**src/rtl/fetch_pkg.sv**
```systemverilog
// Shared types for the instruction-fetch stage: FSM states, the NOP
// encoding presented to decode when IF/ID is empty, and the IF/ID entry.
package fetch_pkg;

    typedef enum logic [1:0] {
        FETCH,
        WAIT,
        HOLD,
        DRAIN
    } fetch_state_t;

    localparam logic [31:0] NOP_INSTR = 32'h0000_0013;

    typedef struct packed {
        logic [31:0] instr;
        logic [31:0] pc;
        logic [31:0] pc_plus4;
    } if_id_t;

endpackage

```
**src/rtl/fetch_skid_buf.sv**
```systemverilog
// One-entry skid buffer holding a fetched instruction while decode stalls.
// Clear wins over write, write wins over read.
module fetch_skid_buf
    import fetch_pkg::*;
(
    input  logic   clk,
    input  logic   rst,
    input  logic   clr,
    input  logic   wr,
    input  logic   rd,
    input  if_id_t din,
    output if_id_t dout,
    output logic   full
);

    if_id_t entry;

    // Capture one entry on wr, release it on rd, drop it on clr or reset.
    always_ff @(posedge clk) begin
        if (rst || clr) begin
            full  <= 1'b0;
            entry <= '{instr: NOP_INSTR, pc: '0, pc_plus4: '0};
        end else if (wr) begin
            full  <= 1'b1;
            entry <= din;
        end else if (rd) begin
            full  <= 1'b0;
        end
    end

    assign dout = entry;

endmodule

```
**src/rtl/fetch_stage.sv**
```systemverilog
// Instruction-fetch stage: owns the PC, issues one outstanding word fetch at
// a time and hands {instr, pc, pc+4} to decode through a valid/ready IF/ID
// register. Redirects flush IF/ID and the skid buffer and discard the stale
// response. Optional performance counters are enabled by FETCH_PERF_CNT_EN.
module fetch_stage
    import fetch_pkg::*;
#(
    parameter int              DATA_WIDTH = 32,
    parameter int              ADDR_WIDTH = 32,
    parameter logic [31:0]     RESET_PC   = 32'h0000_0000
) (
    input  logic                  clk,
    input  logic                  rst,
    output logic                  imem_req,
    output logic [ADDR_WIDTH-1:0] imem_addr,
    input  logic                  imem_gnt,
    input  logic                  imem_rvalid,
    input  logic [DATA_WIDTH-1:0] imem_rdata,
    input  logic                  redirect,
    input  logic [ADDR_WIDTH-1:0] redirect_pc,
    output logic                  id_valid,
    output logic [DATA_WIDTH-1:0] id_instr,
    output logic [ADDR_WIDTH-1:0] id_pc,
    output logic [ADDR_WIDTH-1:0] id_pc_plus4,
    input  logic                  id_ready
`ifdef FETCH_PERF_CNT_EN
    ,
    output logic [31:0]           perf_fetched,
    output logic [31:0]           perf_flushed
`endif
);

    fetch_state_t          state;
    logic [ADDR_WIDTH-1:0] pc;
    logic [ADDR_WIDTH-1:0] pc_plus4;
    logic                  req_q;
    logic                  skid_wr;
    logic                  skid_rd;
    logic                  skid_full;
    if_id_t                skid_in;
    if_id_t                skid_out;

    assign pc_plus4  = pc + {{(ADDR_WIDTH-3){1'b0}}, 3'd4};
    assign imem_addr = pc;
    assign imem_req  = req_q && !skid_full;

    // Skid is written when a response arrives but IF/ID cannot take it,
    // and drained into IF/ID once decode becomes ready again.
    always_comb begin
        skid_in.instr    = imem_rdata;
        skid_in.pc       = pc;
        skid_in.pc_plus4 = pc_plus4;
        skid_wr = !redirect && (state == WAIT) && imem_rvalid && id_valid && !id_ready;
        skid_rd = !redirect && (state == HOLD) && id_ready;
    end

    fetch_skid_buf u_skid (
        .clk  (clk),
        .rst  (rst),
        .clr  (redirect),
        .wr   (skid_wr),
        .rd   (skid_rd),
        .din  (skid_in),
        .dout (skid_out),
        .full (skid_full)
    );

    // Fetch FSM with PC, request flag and IF/ID register; redirect overrides all.
    always_ff @(posedge clk) begin
        if (rst) begin
            state       <= FETCH;
            pc          <= RESET_PC;
            req_q       <= 1'b0;
            id_valid    <= 1'b0;
            id_instr    <= NOP_INSTR;
            id_pc       <= '0;
            id_pc_plus4 <= '0;
        end else begin
            if (id_valid && id_ready) begin
                id_valid <= 1'b0;
                id_instr <= NOP_INSTR;
            end
            if (redirect) begin
                pc       <= {redirect_pc[ADDR_WIDTH-1:2], 2'b00};
                id_valid <= 1'b0;
                id_instr <= NOP_INSTR;
                case (state)
                    FETCH: begin
                        if (imem_req && imem_gnt) begin
                            state <= DRAIN;
                            req_q <= 1'b0;
                        end else begin
                            state <= FETCH;
                            req_q <= 1'b1;
                        end
                    end
                    WAIT: begin
                        if (imem_rvalid) begin
                            state <= FETCH;
                            req_q <= 1'b1;
                        end else begin
                            state <= DRAIN;
                            req_q <= 1'b0;
                        end
                    end
                    HOLD: begin
                        state <= FETCH;
                        req_q <= 1'b1;
                    end
                    default: begin
                        state <= DRAIN;
                        req_q <= 1'b0;
                    end
                endcase
            end else begin
                case (state)
                    FETCH: begin
                        if (imem_req && imem_gnt) begin
                            state <= WAIT;
                            req_q <= 1'b0;
                        end else begin
                            req_q <= 1'b1;
                        end
                    end
                    WAIT: begin
                        if (imem_rvalid) begin
                            pc <= pc_plus4;
                            if (!id_valid || id_ready) begin
                                id_valid    <= 1'b1;
                                id_instr    <= imem_rdata;
                                id_pc       <= pc;
                                id_pc_plus4 <= pc_plus4;
                                state       <= FETCH;
                                req_q       <= 1'b1;
                            end else begin
                                state <= HOLD;
                            end
                        end
                    end
                    HOLD: begin
                        if (id_ready) begin
                            id_valid    <= 1'b1;
                            id_instr    <= skid_out.instr;
                            id_pc       <= skid_out.pc;
                            id_pc_plus4 <= skid_out.pc_plus4;
                            state       <= FETCH;
                            req_q       <= 1'b1;
                        end
                    end
                    default: begin
                        if (imem_rvalid) begin
                            state <= FETCH;
                            req_q <= 1'b1;
                        end
                    end
                endcase
            end
        end
    end

`ifdef FETCH_PERF_CNT_EN
    logic if_id_load;

    assign if_id_load = !redirect &&
                        (((state == WAIT) && imem_rvalid && (!id_valid || id_ready)) ||
                         ((state == HOLD) && id_ready));

    // Count IF/ID loads and redirect cycles; both wrap naturally.
    always_ff @(posedge clk) begin
        if (rst) begin
            perf_fetched <= '0;
            perf_flushed <= '0;
        end else begin
            if (if_id_load) begin
                perf_fetched <= perf_fetched + 32'd1;
            end
            if (redirect) begin
                perf_flushed <= perf_flushed + 32'd1;
            end
        end
    end
`else
    // Performance counters compiled out.
`endif

endmodule

```
**config.mk**
```make
export PLATFORM = sky130hd
export DESIGN_NAME = fetch_stage
export DESIGN_NICKNAME = d
export VERILOG_FILES = /design/src/rtl/fetch_pkg.sv /design/src/rtl/fetch_skid_buf.sv /design/src/rtl/fetch_stage.sv
export SDC_FILE = /design/constraint.sdc
export NUM_CORES = 1
export LEC_CHECK = 0
export CAP_MARGIN = 20
export CORE_MARGIN = 1.5
export CORE_UTILIZATION = 40
export CTS_BUF_LIST = sky130_fd_sc_hd__clkbuf_4 sky130_fd_sc_hd__clkbuf_8
export DETAILED_ROUTE_END_ITERATION = 10
export HOLD_SLACK_MARGIN = 0.06
export PLACE_DENSITY_LB_ADDON = 0.15
export SYNTH_ARGS = -nofsm -noshare
export SYNTH_HDL_FRONTEND = slang
export SYNTH_SLANG_ARGS = --single-unit
```
**constraint.sdc**
```tcl
create_clock -name clk -period 6.44 [get_ports clk]
set_input_delay 1.288 -clock clk [delete_from_list [all_inputs] [get_ports clk]]
set_output_delay 1.288 -clock clk [all_outputs]
set_load 0.01 [all_outputs]
```
* Word-level counts from Yosys, hierarchy flattened *
Index checks and enable logic that the tools add are counted.

word-level totals
  flip-flop bits (word level) = 229
  bits of input ports = 70
  output and inout port bits = 130

cells by class
  $add $sub $neg = 1
  eq/ne operators = 9
  muxes and demuxes = 42
  bitwise logic cells = 1
  reductions and logical operators = 27

operators by type and width
  kind                   count
  $mux 32                13
  $pmux 32 s2            3
  $add 32x3->32 const B  1
  $mux 2                 8
  $mux 1                 13
  $pmux 2 s3             2
  $logic_and 1x1->1      9
  $ne 3x3->1 const B     3
  $reduce_and 4->1       2
  $reduce_bool 2->1      4
  $pmux 1 s3             2
  $reduce_and 5->1       1
  $logic_not 1->1        4
  $ne 2x2->1 const B     2
  $reduce_and 2->1       2
  $reduce_bool 4->1      1
  $ne 3x2->1 const B     1
  $eq 2x1->1 const B     1
  $eq 2x2->1 const B     1
  $logic_not 2->1        1
  $logic_or 1x1->1       2
  $ne 2x1->1 const B     1
  $pmux 1 s2             1
  $reduce_or 2->1        1
  $not 1->1              1

* Depth between registers and ports, before layout *
Gate-level depths: netlist of the first run.

  depth after elaboration = 6
  gate-level depth with buffers = 10
  mapped depth without buffers = 7

* By module *
From an unflattened synthesis of the first run, not the netlist that was laid out.

unflattened totals
  cell total of the unflattened synthesis = 1141
  area total of the unflattened synthesis = 10289.9 µm²

modules (own cells, without submodules)
  module          instances  cells each  area each (µm²)
  fetch_stage     1          827         6807.8
  fetch_skid_buf  1          314         3482.1

* Worst setup path before layout of the first run *
OpenSTA, ideal clock, no wires.

  path kind = input -> register
  start point = input id_ready
  end point = register id_pc_plus4[12]
  arrival = 2584 ps
  slack = 3722 ps
  cell stages on the path = 7
  buffers on the path = 3
  path through = and2_1 buf_2 nand2b_1 a21oi_1 buf_2 buf_2 o221ai_1

between the ends
  longest elaborated chain between the ends = 3
  elaborated cells between the ends (all ways) = 4
  classes of those cells = eq/ne: 2; reduce/logical: 2

ends and longest elaborated chain
  element                              RTL line            RTL
  start, declared                      fetch_stage.sv:25   input logic id_ready
  $logic_or 1x1->1                     fetch_stage.sv:128  if (!id_valid || id_ready) begin
  $ne 2x1->1 (no source line)          -
  $reduce_and 5->1 (no source line) *  -
  end signal, assigned                 fetch_stage.sv:132  id_pc_plus4 <= pc_plus4;
  end signal, assigned                 fetch_stage.sv:145  id_pc_plus4 <= skid_out.pc_plus4;
  end, declared                        fetch_stage.sv:24   output logic [ADDR_WIDTH-1:0] id_pc_plus4,

Mark *: on every way between the ends. The rest lies on a longest branch, timed or not.
A chain may end at the register's enable or synchronous reset.

* Worst setup path in the final report of the first run *
  start point = input imem_rvalid
  end point = register id_pc_plus4[29]

between the ends
  longest elaborated chain between the ends = 2

ends and longest elaborated chain
  element                            RTL line           RTL
  start, declared                    fetch_stage.sv:17  input logic imem_rvalid,
  $ne 2x2->1 (no source line)        -
  $reduce_and 5->1 (no source line)  -

Every way passes these cells.

==> impl_metrics.json, run 1 <==
{
  "clkSinkCount": 219,
  "timing.fmax_mhz": 273,
  "mostFrequentLayoutCells": "219 x dfxtp_1, 190 x clkdlybuf4s50_1, 168 x nand2_1",
  "yosys_warnings": 0,
  "timing.rr.start": "state[1]$_SDFFE_PP0P_",
  "synth_edf_count": 0,
  "fp.dieH_microns": 160,
  "vias_per_cell": 5.31,
  "vias": 8647,
  "cp-end-kind": "flop",
  "cpPeakStageDelay_ps": 790,
  "n_antenna_cell": 0,
  "initial_core_util_pct": 40.8,
  "hp-start": "id_pc_plus4[13]$_SDFFE_PP0P_",
  "critical_path.cell_chain": "clkdlybuf4s50_1 > and2_1 > buf_4 > o21ai_0 > a21oi_4 > buf_4 > o21ai_0 > a221oi_1",
  "fin_nets": 1363,
  "peakVddDrop_v": 0.000126,
  "final_cells": 1628,
  "drt_iter0_markers": 487,
  "min_path_cells": 2,
  "relSlewSlack_pct": 32.0,
  "antenna_found_initial": 0,
  "worst_slew_pin_slew_ps": 1020,
  "fin_worst_skew_ps": 19.9,
  "drive_gt1_share_pct": 7.59,
  "core_area_sq_mm": 0.0243,
  "path_class": "input port to flop",
  "clkPwrFrac_pct": 41.2,
  "power.density_mw_per_mm2": 243,
  "synth_cell_types": 62,
  "dp.cells": 1570,
  "drtAntennaViolNets": 0,
  "cts_setup_buffers": 0,
  "leakage_nw": 4.13,
  "grt_pass1_vias": 8176,
  "clock_latency_ps": 530,
  "port_buffers": 191,
  "r2r-end": "id_pc_plus4[29]$_SDFFE_PP0P_",
  "ff_latch_area_sq_mm": 0.00438,
  "cp-startpoint": "imem_rvalid",
  "switching_share_pct": 26.0,
  "gp_congestion": 0.808,
  "syn_to_final_growth_pct": 25.4,
  "grt-ovfl-total": 0,
  "rsz0062_at_grt": "false",
  "dpl.hpwl_microns": 17900,
  "synth-seq-cells": 219,
  "p_int_w": 0.00224,
  "setup_tns_ps": 0,
  "clk_pin_slew_ps": 60,
  "max-cap-violations": 0,
  "num_io_pins": 200,
  "grt_usage_pct": 21.9,
  "drc": 0,
  "rows": 57,
  "cts-htree-levels": 2,
  "p_sw_w": 0.000788,
  "fillCellCount": 2336,
  "reg2reg_slack_ps": 3350,
  "syn_avg_cell_area_sq_um": 8.59,
  "setup_violations": 0,
  "power.share.sequential_pct": 47.3,
  "root_buffer": "clkbuf_8",
  "grt_max_degree": 90,
  "syn-cell-area_sq_mm": 0.00992,
  "ctsHoldBuffers": 0,
  "critPathRequiredTime_ps": 6870,
  "status": "finished clean",
  "min_to": "id_pc_plus4[13]$_SDFFE_PP0P_",
  "layout_min_cycle_time_ps": 3660,
  "ctsResizeCount": 0,
  "synth.top_cell.area_share_pct": 44.2,
  "power_frac_comb_pct": 11.5,
  "min_path_type": "flop to flop",
  "syn_inst": 1155,
  "cts_buffers": 40,
  "seq_area_frac_synth_pct": 44.2,
  "layout_commonest_cell": "dfxtp_1",
  "start_kind": "input port",
  "wirelength_microns": 28300,
  "yosys.area.top_type": "dfxtp_1",
  "drt_pre_antenna_iters": 5,
  "fin_crit_sh_pct": 56.8,
  "cp_max_fo": 89,
  "async_flop_share_pct": 0,
  "cts_tree": "done",
  "finalHoldViolCount": 0,
  "slew_violations": 0,
  "cp_slowest_cell": "buf_4",
  "synth.area.top_cells": "dfxtp_1 44%, nand2_1 6.4%, mux2i_1 4.9%",
  "drt-wirelength-per-cell_microns": 17.4,
  "cts_max_path_buffers": 3,
  "dieArea_sq_mm": 0.0258,
  "critPathArrivalTime_ps": 4090,
  "multiInputGateArea_sq_mm": 0.00488,
  "synth_ff_type": "dfxtp_1",
  "grt_pass1_wl_microns": 45400,
  "rr_worst_depth": 9,
  "dieWidth_microns": 160
}
per-stage QoR:
| stage | setup slack [ps] | hold WS (ps) | utilization (%) | power, W | instance area [sq um] |
|---|---|---|---|---|---|
| 6_report | 2780 | 453 | 51.2 | 0.00303 | 12400 |
| 5_1_grt | 2520 | 470 | 51.2 | 0.00316 | 12400 |
| 4_1_cts | 2820 | 455 | 51.2 | 0.00307 | 12400 |
| 3_5_place_dp | 2240 | 447 | 48.2 | 0.00181 | 11700 |
| 3_3_place_gp | 2290 | 440 | 48.2 | 0.00181 | 11700 |
| 2_1_floorplan | 3720 | 436 | - | 0.00166 | 9940 |
Yosys cell counts, drive strengths merged, types with 2 or more instances:
library cell    n
dfxtp         219
nand2         170
nor2          121
a21oi          96
clkbuf         91
a211oi         58
mux2i          49
a22o           32
a22oi          31
xor2           29
nand3          28
o21ai          28
buf            25
xnor2          24
nand4          20
and2           19
o22ai          17
nor3           12
nor4            9
inv             8
and3            6
o211ai          6
a2111oi         5
a31o            5
ha              5
nand2b          5
or3             4
or4             4
a311oi          3
o211a           3
o221ai          3
and4            2
bufbuf          2
nor2b           2
o21a            2
worst max-delay path by stage:
stage | cells past startpoint | end
final | 8 | id_pc_plus4[29]$_SDFFE_PP0P_
after global routing | 8 | id_pc_plus4[29]$_SDFFE_PP0P_
after CTS | 8 | id_pc_plus4[29]$_SDFFE_PP0P_
after detailed placement | 8 | id_pc_plus4[29]$_SDFFE_PP0P_
after global placement | 8 | id_pc_plus4[29]$_SDFFE_PP0P_
after floorplan | 7 | id_pc_plus4[12]$_SDFFE_PP0P_
routing by layer:
layer / GRT usage [%] / part of all wire, %
met1: 29.5 / 46
met5: 0 / 0
met3: 5.42 / 6.9
met4: 5.95 / 2.0
met2: 34.7 / 45
kinds of logic after synthesis:
logic type / synth area share (%)
buffers and inverters: 7.25
and+or+nand+nor: 18.3
DFF: 44.2
other: 0.0378
xor gates and xnor gates: 4.68
muxes: 4.94
AOI/OAI and AO/OA: 20.0
adders and majority gates: 0.631
area by class of cell:
class	count	share of cell area (%)
clock inverter	2	0.0804
clock buffer	56	5.69
tap	324	3.26
multi-input combinational	814	39.2
inverter	8	0.241
timing repair buffer	205	16.3
sequential	219	35.2
sequential cells by signal, summed over array words and instances, names as in the netlist:
name / count
id_instr: 32
id_pc: 30
id_pc_plus4: 30
id_valid: 1
imem_addr: 30
req_q: 1
state: 2
u_skid.dout: 92
u_skid.full: 1
power by group through the flow:
stage	clock (W)	combinational (W)	sequential (W)
2_1_floorplan	0	0.000213	0.00145
3_3_place_gp	0	0.000350	0.00146
3_5_place_dp	0	0.000351	0.00146
4_1_cts	0.00128	0.000353	0.00143
5_1_grt	0.00134	0.000381	0.00144
6_report	0.00125	0.000348	0.00143
worst max-delay path: cells and delay by family:
family | cells | cell delay, ps
buf+inv | 3 | 1660
compound gates | 4 | 940
simple gates | 1 | 160
Note: power is estimated with default switching activity, not from simulation.
==> run 2, diff against run 1 <==
==> constraint.sdc (replaced) <==
create_clock -name clk -period 3.8 [get_ports clk]
set_input_delay 0.76 -clock clk [delete_from_list [all_inputs] [get_ports clk]]
set_output_delay 0.76 -clock clk [all_outputs]
set_load 0.01 [all_outputs]
==> run 2 against run 1 <==
Net effect: wire length barely moved; clock skew down 0.77 ps; via count is 0.87% higher; critical path type is now flop to flop; critical endpoint is now id_pc_plus4[14]$_SDFFE_PP0P_; largest power group unchanged.
==> impl_metrics.json, run 2 (synthesized netlist as in run 1, its figures left out) <==
{
  "use_met2_pct": 34.6,
  "cp-end-kind": "flop",
  "dieArea_sq_mm": 0.0258,
  "power_frac_comb_pct": 11.4,
  "core_area_sq_mm": 0.0243,
  "antenna_found_initial": 0,
  "mostFrequentLayoutCells": "219 x dfxtp_1, 190 x clkdlybuf4s50_1, 168 x nand2_1",
  "fin_ws_ps": 1040,
  "grt-ovfl-total": 0,
  "vias_per_cell": 5.31,
  "grt_pass1_vias": 8129,
  "peakVddDrop_v": 0.000202,
  "cts-htree-levels": 2,
  "pre_cts_ws_ps": 542,
  "cts_setup_buffers": 0,
  "cts_buffers": 40,
  "p_int_w": 0.00392,
  "cts_max_path_buffers": 3,
  "ctsResizeCount": 0,
  "max-cap-violations": 0,
  "drtAntennaViolNets": 0,
  "drt-wirelength-per-cell_microns": 17.2,
  "num_io_pins": 200,
  "dpl_cell_area_sq_mm": 0.0118,
  "worst_slew_pin_slew_ps": 1110,
  "fp.dieH_microns": 160,
  "min_path_type": "flop to flop",
  "drt_iter0_markers": 468,
  "clk_pin_slew_ps": 60,
  "rsz0062_at_grt": "false",
  "layout_min_cycle_time_ps": 2760,
  "port_buffers": 191,
  "start_kind": "flop",
  "clkSinkCount": 219,
  "grt_usage_pct": 21.7,
  "status": "finished clean",
  "fin_area_sq_mm": 0.0126,
  "switching_share_pct": 25.5,
  "dieWidth_microns": 160,
  "n_antenna_cell": 0,
  "relSlewSlack_pct": 25.5,
  "slew_violations": 0,
  "gp_congestion": 0.774,
  "layout_commonest_cell": "dfxtp_1",
  "power.density_mw_per_mm2": 418,
  "drc": 0,
  "largest_reg_flops": 92,
  "clock_latency_ps": 520,
  "dpl.hpwl_microns": 18200,
  "p_sw_w": 0.00134,
  "leakage_nw": 4.21,
  "syn_to_final_growth_pct": 26.8,
  "vias": 8722,
  "fin_worst_skew_ps": 19.2,
  "critPathRequiredTime_ps": 4220,
  "cts_tree": "done",
  "drt_pre_antenna_iters": 5,
  "rows": 57,
  "setup_tns_ps": 0,
  "ctsHoldBuffers": 0,
  "fillCellCount": 2348,
  "path_class": "flop to flop",
  "grt_max_degree": 64,
  "power.share.sequential_pct": 46.2,
  "cp_max_fo": 16,
  "drive_gt1_share_pct": 8.64,
  "setup_violations": 0,
  "grt_pass1_wl_microns": 44800,
  "initial_core_util_pct": 40.8,
  "hold_ws_ps": 452,
  "wirelength_microns": 28300,
  "met1_usage_pct": 29.4,
  "grt_busiest_layer": "met2",
  "fin_crit_sh_pct": 72.8,
  "root_buffer": "clkbuf_8",
  "fin_nets": 1372,
  "finalHoldViolCount": 0,
  "timing.fmax_mhz": 362,
  "critPathArrivalTime_ps": 3180,
  "clkPwrFrac_pct": 42.5,
  "grt_use_met3_pct": 4.96
}
run 2: cell type report:
class                      count  area [sq um]  area share [%]
tap                          324           405            3.22
inverter                       8          30.0           0.239
sequential                   219          4380            34.8
clock buffer                  64           787            6.25
clock inverter                 1          5.00          0.0398
multi-input combinational    814          4880            38.8
timing repair buffer         214          2090            16.6
run 2: through the flow:
stage	total power [W]	utilization [%]	std cells
after global routing	0.00548	51.7	1644
after detailed placement	0.00308	48.5	1579
after CTS	0.00533	51.7	1644
after global placement	0.00308	48.5	1579
final	0.00526	51.7	1644
after floorplan	0.00282	-	1160
run 2: path summary, 6_finish.rpt:
kind / startpoint / to / slack [ps] / cells past startpoint
setup / recovery: state[1]$_SDFFE_PP0P_ / id_pc_plus4[14]$_SDFFE_PP0P_ / 1040 / 7
hold reg to reg: u_skid.dout[38]$_SDFFE_PP0P_ / u_skid.dout[38]$_SDFFE_PP0P_ / 450 / 2
hold / removal: u_skid.dout[38]$_SDFFE_PP0P_ / u_skid.dout[38]$_SDFFE_PP0P_ / 450 / 2
setup reg to reg: state[1]$_SDFFE_PP0P_ / id_pc_plus4[14]$_SDFFE_PP0P_ / 1040 / 7
run 2: power groups by stage:
stage,logic [W],registers [W],clock network [W]
detailed placement,0.000602,0.00248,0
global placement,0.000600,0.00248,0
finish,0.000599,0.00243,0.00223
global route,0.000651,0.00244,0.00239
CTS,0.000606,0.00243,0.00229
floorplan,0.000361,0.00246,0
run 2: critical path: stages (launching register included):
cell and delay, ps:
dfxtp_1 330, inv_1 100, ha_1 390, and2_1 350, o21ai_0 240, a21oi_4 210
nand3_1 590, o221ai_1 450
run 2: per-layer routing:
layer / up-vias / part of all wire [%]
met5: - / 0
met4: 0 / 1.8
met3: 40 / 6.2
met2: 252 / 46
met1: 4099 / 46
li1: 4331 / -
